--- src/rtl/pid_chn_scheduler.sv ---
// rtl/pid_chn_scheduler.sv - frame scheduler feeding one shared, time-multiplexed PID core
// Optional macro PID_SCHED_RR_EN: rotate the per-frame start channel round-robin.
module pid_chn_scheduler #(
   parameter int NUM_CHN     = 4,
   parameter int CHN_WIDTH   = 3,
   parameter int DATA_WIDTH  = 16,
   parameter int CLK_FREQ    = 27_000_000,
   parameter int PID_FREQ    = 800,
   parameter int RES_TIMEOUT = 255
) (
   input  logic                          clk,
   input  logic                          rstn,
   input  logic [NUM_CHN-1:0]            chn_en,
   input  logic [NUM_CHN-1:0]            rpm_ready,
   input  logic [NUM_CHN*DATA_WIDTH-1:0] rpm_data,
   input  logic                          tr_valid,
   input  logic [CHN_WIDTH-1:0]          tr_chn,
   input  logic [DATA_WIDTH-1:0]         tr_data,
   input  logic                          tready,
   input  logic                          res_valid,
   input  logic [CHN_WIDTH-1:0]          res_chn,
   output logic                          data_valid,
   output logic [CHN_WIDTH-1:0]          data_chn,
   output logic [DATA_WIDTH-1:0]         data_fdb,
   output logic [DATA_WIDTH-1:0]         data_ref,
   output logic                          busy,
   output logic                          overrun,
   output logic                          timeout_err,
   output logic [7:0]                    overrun_cnt
);
   localparam int TICK_DIV = CLK_FREQ / PID_FREQ;
   localparam int TCW      = $clog2(TICK_DIV + 1);
   localparam int RCW      = $clog2(RES_TIMEOUT + 1);
   localparam int IW       = CHN_WIDTH + 1;

   typedef enum logic [1:0] {IDLE, SELECT, ISSUE, WAIT_RES} state_t;

   state_t                 state_q, state_d;
   logic [TCW-1:0]         tick_cnt_q, tick_cnt_d;
   logic [DATA_WIDTH-1:0]  rpm_q [NUM_CHN];
   logic [DATA_WIDTH-1:0]  rpm_d [NUM_CHN];
   logic [DATA_WIDTH-1:0]  tgt_q [NUM_CHN];
   logic [DATA_WIDTH-1:0]  tgt_d [NUM_CHN];
   logic [NUM_CHN-1:0]     pending_q, pending_d;
   logic [RCW-1:0]         tmo_q, tmo_d;
   logic                   data_valid_q, data_valid_d;
   logic [CHN_WIDTH-1:0]   data_chn_q, data_chn_d;
   logic [DATA_WIDTH-1:0]  data_fdb_q, data_fdb_d;
   logic [DATA_WIDTH-1:0]  data_ref_q, data_ref_d;
   logic                   busy_q, busy_d;
   logic                   overrun_q, overrun_d;
   logic                   timeout_err_q, timeout_err_d;
   logic [7:0]             overrun_cnt_q, overrun_cnt_d;

   logic                   tick;
   logic                   frame_start;
   logic [CHN_WIDTH-1:0]   base;
   logic [CHN_WIDTH-1:0]   sel;
   logic                   sel_hit;
   logic [IW-1:0]          rot_idx;
   logic [DATA_WIDTH-1:0]  sel_fdb, sel_ref;
   logic                   res_hit, expired;

   assign tick        = (tick_cnt_q == TCW'(TICK_DIV - 1));
   assign tick_cnt_d  = tick ? '0 : tick_cnt_q + 1'b1;
   assign frame_start = (state_q == IDLE) && tick && (chn_en != '0);

   always_comb begin
      for (int i = 0; i < NUM_CHN; i++) begin
         rpm_d[i] = rpm_ready[i] ? rpm_data[i*DATA_WIDTH +: DATA_WIDTH] : rpm_q[i];
         tgt_d[i] = (tr_valid && tr_chn == CHN_WIDTH'(i)) ? tr_data : tgt_q[i];
      end
   end

`ifdef PID_SCHED_RR_EN
   logic [CHN_WIDTH-1:0] base_q, base_d, next_base_q, next_base_d;

   always_comb begin
      base_d      = base_q;
      next_base_d = next_base_q;
      if (frame_start) begin
         base_d      = next_base_q;
         next_base_d = (next_base_q == CHN_WIDTH'(NUM_CHN - 1)) ? '0 : next_base_q + 1'b1;
      end
   end

   always_ff @(posedge clk or negedge rstn) begin
      if (!rstn) begin
         base_q      <= '0;
         next_base_q <= '0;
      end else begin
         base_q      <= base_d;
         next_base_q <= next_base_d;
      end
   end

   assign base = base_q;
`else
   assign base = '0;
`endif

   // First pending channel at or after base, wrapping modulo NUM_CHN.
   always_comb begin
      sel     = '0;
      sel_hit = 1'b0;
      rot_idx = '0;
      for (int k = 0; k < NUM_CHN; k++) begin
         rot_idx = {1'b0, base} + IW'(k);
         if (rot_idx >= IW'(NUM_CHN)) rot_idx = rot_idx - IW'(NUM_CHN);
         for (int j = 0; j < NUM_CHN; j++) begin
            if (!sel_hit && pending_q[j] && rot_idx == IW'(j)) begin
               sel     = CHN_WIDTH'(j);
               sel_hit = 1'b1;
            end
         end
      end
   end

   always_comb begin
      sel_fdb = '0;
      sel_ref = '0;
      for (int i = 0; i < NUM_CHN; i++) begin
         if (sel == CHN_WIDTH'(i)) begin
            sel_fdb = rpm_q[i];
            sel_ref = tgt_q[i];
         end
      end
   end

   assign res_hit = res_valid && (res_chn == data_chn_q);
   assign expired = (tmo_q == RCW'(RES_TIMEOUT - 1));

   always_comb begin
      state_d       = state_q;
      pending_d     = pending_q;
      tmo_d         = tmo_q;
      data_valid_d  = data_valid_q;
      data_chn_d    = data_chn_q;
      data_fdb_d    = data_fdb_q;
      data_ref_d    = data_ref_q;
      busy_d        = busy_q;
      overrun_d     = overrun_q;
      timeout_err_d = timeout_err_q;
      overrun_cnt_d = overrun_cnt_q;

      // Any tick outside IDLE is dropped, including the cycle WAIT_RES hands back to IDLE.
      if (tick && state_q != IDLE) begin
         overrun_d = 1'b1;
         if (overrun_cnt_q != 8'hFF) overrun_cnt_d = overrun_cnt_q + 8'd1;
      end

      case (state_q)
         IDLE: begin
            if (tick) pending_d = chn_en;
            if (frame_start) begin
               state_d = SELECT;
               busy_d  = 1'b1;
            end
         end
         SELECT: begin
            data_chn_d   = sel;
            data_fdb_d   = sel_fdb;
            data_ref_d   = sel_ref;
            data_valid_d = 1'b1;
            state_d      = ISSUE;
         end
         ISSUE: begin
            if (data_valid_q && tready) begin
               data_valid_d = 1'b0;
               tmo_d        = '0;
               state_d      = WAIT_RES;
               for (int i = 0; i < NUM_CHN; i++) begin
                  if (data_chn_q == CHN_WIDTH'(i)) pending_d[i] = 1'b0;
               end
            end
         end
         WAIT_RES: begin
            if (res_hit || expired) begin
               if (!res_hit) timeout_err_d = 1'b1;
               if (pending_q != '0) begin
                  state_d = SELECT;
               end else begin
                  state_d = IDLE;
                  busy_d  = 1'b0;
               end
            end else begin
               tmo_d = tmo_q + 1'b1;
            end
         end
         default: state_d = IDLE;
      endcase
   end

   always_ff @(posedge clk or negedge rstn) begin
      if (!rstn) begin
         state_q       <= IDLE;
         tick_cnt_q    <= '0;
         pending_q     <= '0;
         tmo_q         <= '0;
         data_valid_q  <= 1'b0;
         data_chn_q    <= '0;
         data_fdb_q    <= '0;
         data_ref_q    <= '0;
         busy_q        <= 1'b0;
         overrun_q     <= 1'b0;
         timeout_err_q <= 1'b0;
         overrun_cnt_q <= '0;
         for (int i = 0; i < NUM_CHN; i++) begin
            rpm_q[i] <= '0;
            tgt_q[i] <= '0;
         end
      end else begin
         state_q       <= state_d;
         tick_cnt_q    <= tick_cnt_d;
         pending_q     <= pending_d;
         tmo_q         <= tmo_d;
         data_valid_q  <= data_valid_d;
         data_chn_q    <= data_chn_d;
         data_fdb_q    <= data_fdb_d;
         data_ref_q    <= data_ref_d;
         busy_q        <= busy_d;
         overrun_q     <= overrun_d;
         timeout_err_q <= timeout_err_d;
         overrun_cnt_q <= overrun_cnt_d;
         for (int i = 0; i < NUM_CHN; i++) begin
            rpm_q[i] <= rpm_d[i];
            tgt_q[i] <= tgt_d[i];
         end
      end
   end

   assign data_valid  = data_valid_q;
   assign data_chn    = data_chn_q;
   assign data_fdb    = data_fdb_q;
   assign data_ref    = data_ref_q;
   assign busy        = busy_q;
   assign overrun     = overrun_q;
   assign timeout_err = timeout_err_q;
   assign overrun_cnt = overrun_cnt_q;

endmodule

--- config.mk ---
export PLATFORM = sky130hd
export DESIGN_NAME = pid_chn_scheduler
export DESIGN_NICKNAME = d
export VERILOG_FILES = /design/src/rtl/pid_chn_scheduler.sv
export SDC_FILE = /design/constraint.sdc
export NUM_CORES = 1
export LEC_CHECK = 0
export ABC_CLOCK_PERIOD_IN_PS = 2300
export CAP_MARGIN = 20
export CORE_MARGIN = 1.5
export CORE_UTILIZATION = 48
export CTS_BUF_LIST = sky130_fd_sc_hd__clkbuf_8 sky130_fd_sc_hd__clkbuf_16
export CTS_CLUSTER_SIZE = 28
export DETAILED_ROUTE_END_ITERATION = 8
export PLACE_DENSITY = 0.85
export SLEW_MARGIN = 20
export SYNTH_ARGS = -nofsm -noshare
export SYNTH_HDL_FRONTEND = slang
export SYNTH_SLANG_ARGS = --single-unit
--- constraint.sdc ---
create_clock -name clk -period 2.3 [get_ports clk]
set_clock_uncertainty 0.15 [all_clocks]
set_input_delay 0.46 -clock clk [delete_from_list [all_inputs] [get_ports clk]]
set_output_delay 0.46 -clock clk [all_outputs]
set_load 0.005 [all_outputs]
# After elaboration in Yosys (flattened, before gate mapping)
# Index checks and enable logic that the tools add are counted.
# Widths: inputs -> output; s select.
# op_classes
addsub,3
n_bitwise,1
n_eq_ne,26
mux,36
n_reduce_logical,37
# op_table
cell,n
$mux 16,9
$ne 2x2->1 const B,10
$reduce_and 4->1,5
$eq 3x2->1 const B,6
$add 16x1->16 const B,1
$add 8x1->8 const B,2
$eq 16x16->1 const B,1
$mux 8,2
$pmux 8 s2,1
$mux 1,13
$logic_and 1x1->1,12
$reduce_bool 2->1,5
$eq 3x1->1 const B,3
$logic_not 3->1,3
$reduce_and 3->1,3
$eq 8x8->1 const B,1
$mux 4,2
$ne 8x8->1 const B,1
$pmux 2 s4,1
$pmux 4 s2,1
$reduce_bool 4->1,2
$mux 2,3
$mux 3,2
$eq 2x2->1 const B,2
8 further kinds,12
# totals
word_cells,126
regBits,205
out_inout_bits,47
in_bits,99

# Longest topological paths before layout
# Gate-level depths: netlist of run 1.
# depth
depth_word,15
depth_mapped,8
depth_no_buf,7

# Least setup slack after synthesis of run 1
# No wires, ideal clock.
# synth_timing
path_type,flip-flop to flip-flop
from,register tick_cnt_q[10]
to,register overrun_cnt_q[1] (netlist: overrun_cnt[1])
path_slack_ps,-196
path_buffers,0
arrival_ps,2219
period_less_slack_ps,2496
stages_incl_launch_ff,5
setup_time_ps,127
t_required_ps,2023
cell_sequence,dfrtp_1 -> or4_4 -> or4_4 -> a311oi_4 -> mux2_1
# synth_via
elab_chain_cells,3
# synth_rtl
item,line,rtl
start: declaration,39,"logic [TCW-1:0] tick_cnt_q, tick_cnt_d;"
start signal: assignment,214,tick_cnt_q <= tick_cnt_d;
$eq 16x16->1,64,assign tick = (tick_cnt_q == TCW'(TICK_DIV - 1));
$logic_and 1x1->1,147,if (tick && state_q != IDLE) begin
$reduce_and 2->1 (no source line),--,
end signal: assignment,224,overrun_cnt_q <= overrun_cnt_d;
end: declaration,53,"logic [7:0] overrun_cnt_q, overrun_cnt_d;"
# Every way passes these cells.
# A chain may end at the register's enable or synchronous reset.

# Worst setup path in the final report of run 1
# layout_timing
from,register tick_cnt_q[13]
to,register overrun_cnt_q[1] (netlist: overrun_cnt[1])
# Same word-level chain as after synthesis.

==> metrics.yaml, run 1 <==
run_status:
  status: "finished, violations left"
  violations: "negative setup slack"
logic_synthesis:
  synth_area_per_cell_um2: 11.8
  syn-num-nets: 858
  syn_area_mm2: 0.00885
  ys_warn_count: 0
  yosysSeqAreaShare: 0.577
  synth.distinct_cells: 46
  syn_inst: 749
  ys_top_cells_by_area: "dfrtp_1 58%, mux2_2 16%, nand2_1 3.6%"
  netlist.area_leader.share: 0.577
  synth_largest_area_cell: "dfrtp_1"
  ys_seq_elements: 204
power:
  power_per_cell_area_mw_per_mm2: 1050
  p_switching_mw: 3.87
  p_int_mw: 8.36
  switching_share: 0.316
  p_leak_nw: 4.92
  power_frac_seq: 0.402
  pwr-share-comb: 0.311
  p_total_mw: 12.2
  clockPowerShare: 0.287
  peakVddDrop_mv: 0.644
route:
  num_vias: 6379
  wl_mm: 20.5
  drc_errors: 0
  final_antenna_net_count: 0
  drtIter0Drc: 385
  wire_per_inst_um: 17.7
  drt_pass1_iterations: 5
  detail_route.vias_per_cell: 5.50
finish:
  areaGrowthSynthToFinish_pct: 31.2
  design_area_mm2: 0.0116
  drive_gt1_frac: 0.234
  antenna_cells: 0
  layout_commonest_cell: "dfrtp_1"
  finish.utilization: 0.644
  finalNetCount: 1024
  final_cell_mix: "204 x dfrtp_1, 143 x clkdlybuf4s50_1, 128 x mux2_2"
floorplanning:
  rows: 49
  die_area_mm2: 0.0193
  start_util: 0.491
  die_w_um: 139
  die_y_um: 139
  io_pins: 146
  core_region_area_mm2: 0.0180
clock_network:
  clock_path_buffers: 3
  h-tree-depth: 1
  tritoncts: "yes"
  cts_root_buffer: "clkbuf_16"
  insertion_delay_ns: 0.50
  path_clk_slew_ns: 0.06
  cts_made_buffers: 23
  cts_sinks: 204
min_path:
  holdPathEnd: "timeout_err"
  min_path_cells: 2
  hold_class: "reg2reg"
  hp-start: "timeout_err"
worst_setup_path:
  path_common_cell: "or4_4"
  arrival_ns: 2.61
  worstRegToRegCells: 5
  r2r_slack_ns: -0.07
  regToRegEndpoint: "overrun_cnt[1]"
  required_ns: 2.53
  crit_path_max_fanout: 7
  cp.depth: 5
  criticalPathCategory: "reg2reg"
  crit_path_start_kind: "flip-flop"
  r2r-start: "tick_cnt_q[13]"
  cp-end-kind: "flip-flop"
  slowest_delay_ns: 0.54
  cp_slowest_cell: "or4_4"
  crit_buf_inv: 1
  crit_family: "simple AND/OR/NAND/NOR gates"
  cp_cell_sequence: "or4_4 -> or4_4 -> a311oi_4 -> buf_6 -> mux2_4"
  crit_start: "tick_cnt_q[13]"
placement:
  placed_area_mm2: 0.0108
  dp_hpwl_mm: 13.7
  gp_congestion: 0.820
  post-place-ws_ns: -0.139
  portBuffers: 144
grt:
  use_met2: 0.364
  grt.busiest_layer: "met2"
  antenna_found_initial: 0
  grt_max_degree: 66
  grt_use_total: 0.219
  grt_pass1_vias: 6755
  grtUsageMet3: 0.0380
  grt_first_pass_wirelength_mm: 34.7
  grt-ovfl-total: 0
  met1_usage: 0.297
timing:
  post-route-period-util: 1.03
  hold_viol: 0
  period_needed_ns: 2.37
  relSlewSlack: 0.337
  setup_ws_ns: -0.0736
  maxSlewViolCount: 0
  worst_pin_slew_ns: 0.992
  fmax_mhz: 421
  setup_viol: 7
  rsz0062_at_grt: "yes"
flow_run:
  maxCapViolations: 0
[sequential cells by signal, summed over array words and instances, names as in the netlist]
| signal | cells |
|---|---|
| data_chn | 2 |
| tmo_q | 8 |
| timeout_err | 1 |
| data_valid | 1 |
| pending_q | 4 |
| data_ref | 16 |
| tgt_q | 64 |
| busy | 1 |
| overrun_cnt | 8 |
| overrun | 1 |
| data_fdb | 16 |
| tick_cnt_q | 16 |
| state_q | 2 |
| rpm_q | 64 |
[cell families (layout without fill, tap and decap cells)]
family                   after synthesis  count (layout)  synth area share
buffers and inverters                 50             232            0.0216
other                                  1               1          0.000424
XOR/XNOR                              22              22            0.0218
adder cells (fa/ha/maj)               10              10            0.0141
flip-flops                           204             204             0.577
AND/OR/NAND/NOR                      262             262             0.135
multiplexers                         134             134             0.170
AO/OA/AOI/OAI                         66              66            0.0602
[metrics by stage]
step                hold WS (ns)  std cells  setup TNS (ns)
finish                     0.322       1160          -0.302
global route               0.346       1160          -0.846
CTS                        0.324       1160          -0.579
detailed placement         0.313       1116           -1.10
global placement           0.304       1116         -0.0840
floorplan                 0.0144        749         -0.0262
[synth_stat cells (all sizes together)]
cell type	number
dfrtp	204
mux2	129
nand2	85
nor2	82
nand3	49
clkbuf	34
a221oi	32
o21ai	12
inv	11
xnor2	11
xor2	11
ha	10
nand4	9
and3	6
buf	5
mux2i	5
nor3	5
nor3b	5
a22o	4
nor2b	4
a21oi	3
nand3b	3
and4	2
nor4	2
nor4b	2
o211ai	2
o221ai	2
o31ai	2
o41ai	2
or2	2
or4	2
a21bo	1
a21boi	1
a2bb2oi	1
a311oi	1
a31oi	1
and2	1
and2b	1
conb	1
nand2b	1
nand4bb	1
o21a	1
o41a	1
[metal layers]
layer  vias up  routed length (um)
met2       155               10100
met5         -                   0
met4         0                 446
li1       2981                   -
met3        34                 931
met1      3209                9080
[power groups by stage]
stage / sequential (mW) / clock [mW] / combinational (mW)
after global placement: 4.93 / 0 / 3.68
after floorplan: 4.87 / 0 / 2.10
after detailed placement: 4.96 / 0 / 3.79
final: 4.92 / 3.51 / 3.81
after global routing: 5.02 / 3.72 / 4.19
after CTS: 4.92 / 3.59 / 3.84
[final cells by class]
type                            count  area (um^2)
Clock inverter                     12         83.8
Sequential cell                   204         5100
Inverter                           11         41.3
Fill cell                        1388         6420
Clock buffer                       29          658
Tap cell                          229          287
Timing Repair Buffer              180         1820
Multi-Input combinational cell    495         3610
[what timing repair did]
action,in CTS,in global routing
hold endpoints to repair,58,0
pin swaps,3,3
buffers inserted,2,0
setup endpoints to repair,13,14
resized for setup,6,2
hold buffers,1,0
[worst register-to-register path, stage by stage (launching register included)]
cell and delay (ns):
dfrtp_1 0.39, or4_4 0.54, or4_4 0.48, a311oi_4 0.24
buf_6 0.17, mux2_4 0.30
[how the worst max path moves through the flow]
stage                endpoint  slack, ns
4_1_cts        overrun_cnt[1]      -0.11
5_1_grt        overrun_cnt[4]      -0.12
2_1_floorplan  overrun_cnt[1]      -0.03
3_5_place_dp   overrun_cnt[1]      -0.14
3_3_place_gp   overrun_cnt[1]      -0.06
6_report       overrun_cnt[1]      -0.07
Power figures use the tool's default switching activity.
==> inputs of run 2 (changes only) <==
Settings changed: CTS_CLUSTER_SIZE 28 to default.
==> results of run 2 <==
The final DEF is identical to that of run 1; final timing and power are the same.
==> patch 1 (config.mk and constraints of run 2) <==
The parameter `NUM_CHN` goes from 4 to 8.
--- a/src/rtl/pid_chn_scheduler.sv
+++ b/src/rtl/pid_chn_scheduler.sv
@@ -3,3 +3,3 @@
 module pid_chn_scheduler #(
-   parameter int NUM_CHN     = 4,
+   parameter int NUM_CHN     = 8,
    parameter int CHN_WIDTH   = 3,
Interface: changed (resized chn_en, rpm_data and rpm_ready); port bits go from 146 to 218. No check against the original RTL was run, so the function may have changed too.
==> patch 1 against run 2 <==
  * Core utilization fell by 1.3 points
  * Total power grew 80%
  * Worst setup slack improved by 0.14 ns
  * Cell area rose by 71%
  * Synthesized area grew 74%
  * Sequential cell count increased by 133
  * Routed wire length is 120% higher
  * Global-route usage increased by 5.7 points
  * Combinational power is 120% higher
  * Synthesized cell count grew 64%
  * Sequential share of layout area fell by 1.6 points
  * First-iteration DRC count rose to 3.0 times the old value
==> patch 1: results (changes against run 2) <==
Global route
  • Vias in the first global route: 12.3k (+82%)
  • Initial antenna violation count: 1 (+1)
  • GRT Util Overall: 27.6% (+5.7 points)
  • First-pass GRT wire length: 69.9 mm (+100%)
  • GR Overflow Total: 0 (unchanged)
  • Largest net degree at the start of global routing: 72 (+9.1%)

Layout
  • Finished Layout Cells: 1915 (+65%)
  • Fill cells: 2320 (+67%)
  • Ant diodes: 0 (unchanged)
  • Share of cells above drive strength 1: 29.1% (+5.7 points)
  • Fin nets: 1669 (+63%)
  • Top Registers: rpm_q x128, tgt_q x128

Power and ir drop
  • Power per cell area: 1100 nW/um2 (+4.8%)
  • Worst vdd ir: 0.770 mV (+19%)
  • Leak: 8.49 nW (+73%)

Yosys
  • Register area share after synthesis: 54.8% (-2.9 points)
  • Proportion of synthesized flip-flops having asynchronous set or reset: 100% (unchanged)
  • Top post-synthesis cells by count: dfrtp_1, mux2_2, nand2_1
  • Mapped Nets: 1405 (+64%)
  • Synth top area cells: dfrtp_1, mux2_2, a22o_1
  • Distinct cells, synth: 66 (+43%)
  • Syn. warnings: 0 (unchanged)
  • Cell count after synthesis: 1225 (+64%)

Worst hold path
  • Worst Hold Class: in -> async

Clock network
  • Clock root buffer: clkbuf_16
  • Worst skew pair latency: 0.52 ns (+0.02 ns)
  • H-tree levels: 2 (+1)
  • Deepest clock path buffer count: 3 (unchanged)
  • CTS clk-pin slew, worst paths: 0.06 ns (about the same)
  • Clock buffer count from CTS: 38 (+65%)

STA
  • F_max: 0.448 GHz (+6.2%)
  • Fin Hold WS: 0.279 ns (-0.0436 ns)
  • Headroom to the max-slew limit: 66.7% (+33 points)

Critical path
  • CP peak stage delay: 0.44 ns (-0.10 ns)
  • Worst reg2reg startpoint: pending_q[3]
  • Crit-path max FO: 9 (+2)
  • Slowest cell on crit path: a222oi_1
  • Critical Path AT: 2.48 ns (-0.13 ns)
  • Internal reg-to-reg setup slack: 0.07 ns (+0.14 ns)
  • Startpoint Class: flip-flop

Place
  • Post-DP HPWL: 30.7 mm (+120%)
  • Cell Area, Placed: 18600 um2 (+73%)
  • Port buffer count: 217 (+51%)
  • Pre-CTS WS: -0.164 ns (-0.0248 ns)
  • GPL Wtd Cong: 0.891 (+8.7%)
  • Placed insts: 1847 (+66%)

Routing
  • Vias per cell: 6.22 (+13%)
  • Drt total wl: 45.9 mm (+120%)
  • DR iter-0 viols: 1141 (+200%)
  • DRT Pass-1 Iters: 8 (+3)
  • Routed Antenna Nets: 0 (unchanged)

Status
  • Status: finished clean
==> patch 1: area by class of cell <==
cell class	instances	area share (%)
tap	402	2.53
sequential	337	42.4
clock inverter	20	0.736
inverter	17	0.321
multi-input combinational	783	32.7
timing repair buffer	312	16.1
clock buffer	44	5.25
==> patch 1: final timing paths <==
path,end,depth (start not counted)
setup / recovery,data_fdb[15],7
hold / removal,tgt_q[0],2
setup reg to reg,data_fdb[15],7
hold reg to reg,data_fdb[3],1
max in group asynchronous,data_fdb[0],3
min in group clk,data_fdb[3],1
==> patch 1: timing repair <==
action / 4_1_cts / 5_1_grt
resized for setup: 1 / 6
hold buffers: 1 / 0
endpoints found under the setup margin: 1 / 28
hold endpoints to repair: 34 / 0
pin swaps: 1 / 3
buffers inserted: 0 / 3
==> patch 1: cell families after synthesis <==
logic type | share of synthesized area, %
DFF | 54.8
muxes | 19.1
adders and majority gates | 0.732
and+or+nand+nor | 8.47
buffers and inverters | 3.13
AOI/OAI and AO/OA | 12.5
xor gates and xnor gates | 1.31
==> patch 1: report_power, final <==
| part | switching [mW] | leakage [nW] | total [mW] | internal (mW) |
|---|---|---|---|---|
| Sequential | 0.834 | 4.07 | 7.93 | 7.09 |
| Clock | 2.39 | 0.622 | 5.84 | 3.45 |
| Combinational | 4.32 | 3.79 | 8.21 | 3.89 |
==> patch 1: critical path, delay by kind of cell, from the launching register on <==
family / cells / cell delay (ns)
compound gates: 3 / 0.91
buf+inv: 2 / 0.39
flops: 1 / 0.43
simple gates: 2 / 0.22
==> patch 1: layer usage <==
metal	GRT usage (%)	up-vias	wire length, um
li1	-	5093	-
met1	36.6	6090	18700
met2	45.1	603	22400
met3	4.45	119	3190
met4	11.6	2	1680
met5	0	-	17
==> patch 2 (config.mk and constraints of run 2) <==
Made on the original files. The 4 states of `state_t` get a Gray code encoding in 2 bits.
--- a/src/rtl/pid_chn_scheduler.sv
+++ b/src/rtl/pid_chn_scheduler.sv
@@ -35,3 +35,3 @@
 
-   typedef enum logic [1:0] {IDLE, SELECT, ISSUE, WAIT_RES} state_t;
+   typedef enum logic [1:0] {IDLE = 2'b00, SELECT = 2'b01, ISSUE = 2'b11, WAIT_RES = 2'b10} state_t;
 
Function: same outputs for any inputs over 10 cycles, from zero or initial values and one cycle with rstn low; not proved beyond that.
==> patch 2 against run 2 <==
  * Synthesized area is 1.5% lower
  * Global-route usage is 0.56 points higher
  * Sequential cell count stayed put
  * First-iteration DRC count is 30% lower
  * Routed wire length is 1.6% higher
  * Total power is 3.6% lower
  * Worst setup slack better by 0.12 ns
  * Cell area is 0.54% lower
  * Largest cell class unchanged
  * Largest power group unchanged
  * Highest routed layer unchanged
==> patch 2: results (changes against run 2) <==
Critical path
  • Delay-heaviest family, CP: simple AND/OR/NAND/NOR gates
  • Internal reg-to-reg setup slack: 0.05 ns (+0.12 ns)
  • Critical Path AT: 2.51 ns (-0.10 ns)
  • Crit-path max FO: 4 (-3)
  • Slowest cell on crit path: or4_4
  • CP peak stage delay: 0.57 ns (+0.03 ns)
  • Worst reg2reg path depth: 4 (-1)
  • R2R Path End: state_q[0]
  • Critical Path Source: tick_cnt_q[10]

STA
  • Final Hold Fails: 0 (unchanged)
  • Headroom to the max-slew limit: 39.0% (+5.2 points)
  • Fin Hold WS: 0.302 ns (-0.0200 ns)

Yosys
  • Top post-synthesis cells by count: dfrtp_1, mux2_2, nor2_1
  • Syn. warnings: 0 (unchanged)
  • Adder-cell share of the synthesized area: 0.718% (-0.70 points)
  • Area fraction in compound gates after synthesis: 10.8% (+4.8 points)
  • Distinct cells, synth: 49 (+6.5%)
  • Mux cell area share after synthesis: 17.4% (+0.40 points)
  • Register area share after synthesis: 58.6% (+0.90 points)
  • Synthesized area per cell: 12.7 um2 (+7.5%)
  • Area share of xor/xnor cells in the synthesized design: 2.01% (-0.17 points)
  • Mapped Nets: 790 (-7.9%)
  • Top FF cell, synth: dfrtp_1
  • Synth top area cells: dfrtp_1, mux2_2, a221oi_1

Global route
  • Vias in the first global route: 6515 (-3.6%)
  • Initial antenna violation count: 0 (unchanged)
  • GRT Util Overall: 22.4% (+0.56 points)
  • First-pass GRT wire length: 33.5 mm (-3.3%)
  • Largest net degree at the start of global routing: 62 (-6.1%)

Layout
  • Finished Layout Cells: 1098 (-5.3%)
  • Share of cells above drive strength 1: 26.2% (+2.8 points)
  • Fill cells: 1351 (-2.7%)
  • Ant diodes: 0 (unchanged)
  • Fin nets: 957 (-6.5%)

Routing
  • M1 WL: 8.85 mm (-2.5%)
  • Via count: 6362 (-0.27%)
  • DR iter-0 viols: 268 (-30%)
  • Met3 WL post-DR: 1.21 mm (+30%)
  • WL met2: 10.3 mm (+2.0%)
  • DRT Pass-1 Iters: 4 (-1)
  • Wire per inst: 19.0 um (+7.3%)
  • DR top layer: met4

Clock network
  • Clock buffer count from CTS: 22 (-4.3%)
  • Worst skew pair latency: 0.50 ns (about the same)
  • Deepest clock path buffer count: 3 (unchanged)
  • H-tree levels: 1 (unchanged)

Place
  • GPL Wtd Cong: 0.817 (-0.31%)
  • Post-DP HPWL: 13.8 mm (+0.85%)

Power and ir drop
  • Worst vdd ir: 0.794 mV (+23%)
  • Leak: 4.84 nW (-1.7%)

Worst hold path
  • Worst Hold Class: in -> async

Status
  • Status: finished clean
-- patch 2: cell types whose count changed in the layout (fill, tap and decap cells not counted), moves of 5 or more --
cell	delta
nor3_1	+6
nand2_1	-69
a21oi_1	+39
nor2_1	-33
a22oi_1	+32
buf_4	+9
nand3_1	-40
o21ai_0	-5
-- patch 2: stage by stage --
step	cell area (um2)	power [mW]	setup WS, ns	TNS (ns)
after detailed placement	10700	8.12	-0.132	-0.525
final	11500	11.8	0.0453	0
after floorplan	8730	6.47	-0.0193	-0.0193
after global routing	11500	12.4	-0.00804	-0.00804
after CTS	11500	11.9	0.0337	0
after global placement	10700	7.97	0.0176	0
-- patch 2: cell type report --
| class | count | area share (%) |
|---|---|---|
| Clock inverter | 12 | 1.14 |
| Multi-Input combinational cell | 428 | 30.2 |
| Clock buffer | 28 | 5.58 |
| Inverter | 10 | 0.325 |
| Timing Repair Buffer | 187 | 16.1 |
| Tap cell | 229 | 2.48 |
| Sequential cell | 204 | 44.2 |
-- patch 2: power breakdown --
part | switching [mW] | internal [mW]
sequential | 0.529 | 4.36
combinational | 1.54 | 1.66
clock | 1.40 | 2.31
-- patch 2: worst max-delay path by stage --
| stage | to | slack (ns) | depth (start not counted) |
|---|---|---|---|
| global route | state_q[0] | -0.008 | 4 |
| floorplan | overrun_cnt[1] | -0.02 | 5 |
| finish | state_q[0] | 0.05 | 4 |
| global placement | tmo_q[6] | 0.02 | 7 |
| CTS | state_q[0] | 0.03 | 4 |
| detailed placement | tmo_q[6] | -0.13 | 7 |
-- patch 2: cell families (layout without fill, tap and decap cells) --
logic type      after synthesis  in the layout
fa+ha+maj                     5              5
xor+xnor                     20             20
buf+inv                      54            237
other cells                   1              1
compound gates              134            134
simple gates                133            133
mux                         135            135
flops                       204            204
-- patch 2: layer usage --
| layer | track usage (%) | vias to the layer above |
|---|---|---|
| met5 | 0 | - |
| met4 | 7.47 | 0 |
| met3 | 3.64 | 38 |
| met2 | 36.6 | 231 |
| met1 | 30.7 | 3225 |
| li1 | - | 2868 |
-- patch 2: what timing repair did --
item / 4_1_cts / 5_1_grt
resized for setup: 1 / 3
pin swaps: 0 / 2
hold buffers: 1 / 0
buffers inserted: 0 / 2
setup endpoints to repair: 2 / 6
endpoints found under the hold margin: 41 / 0
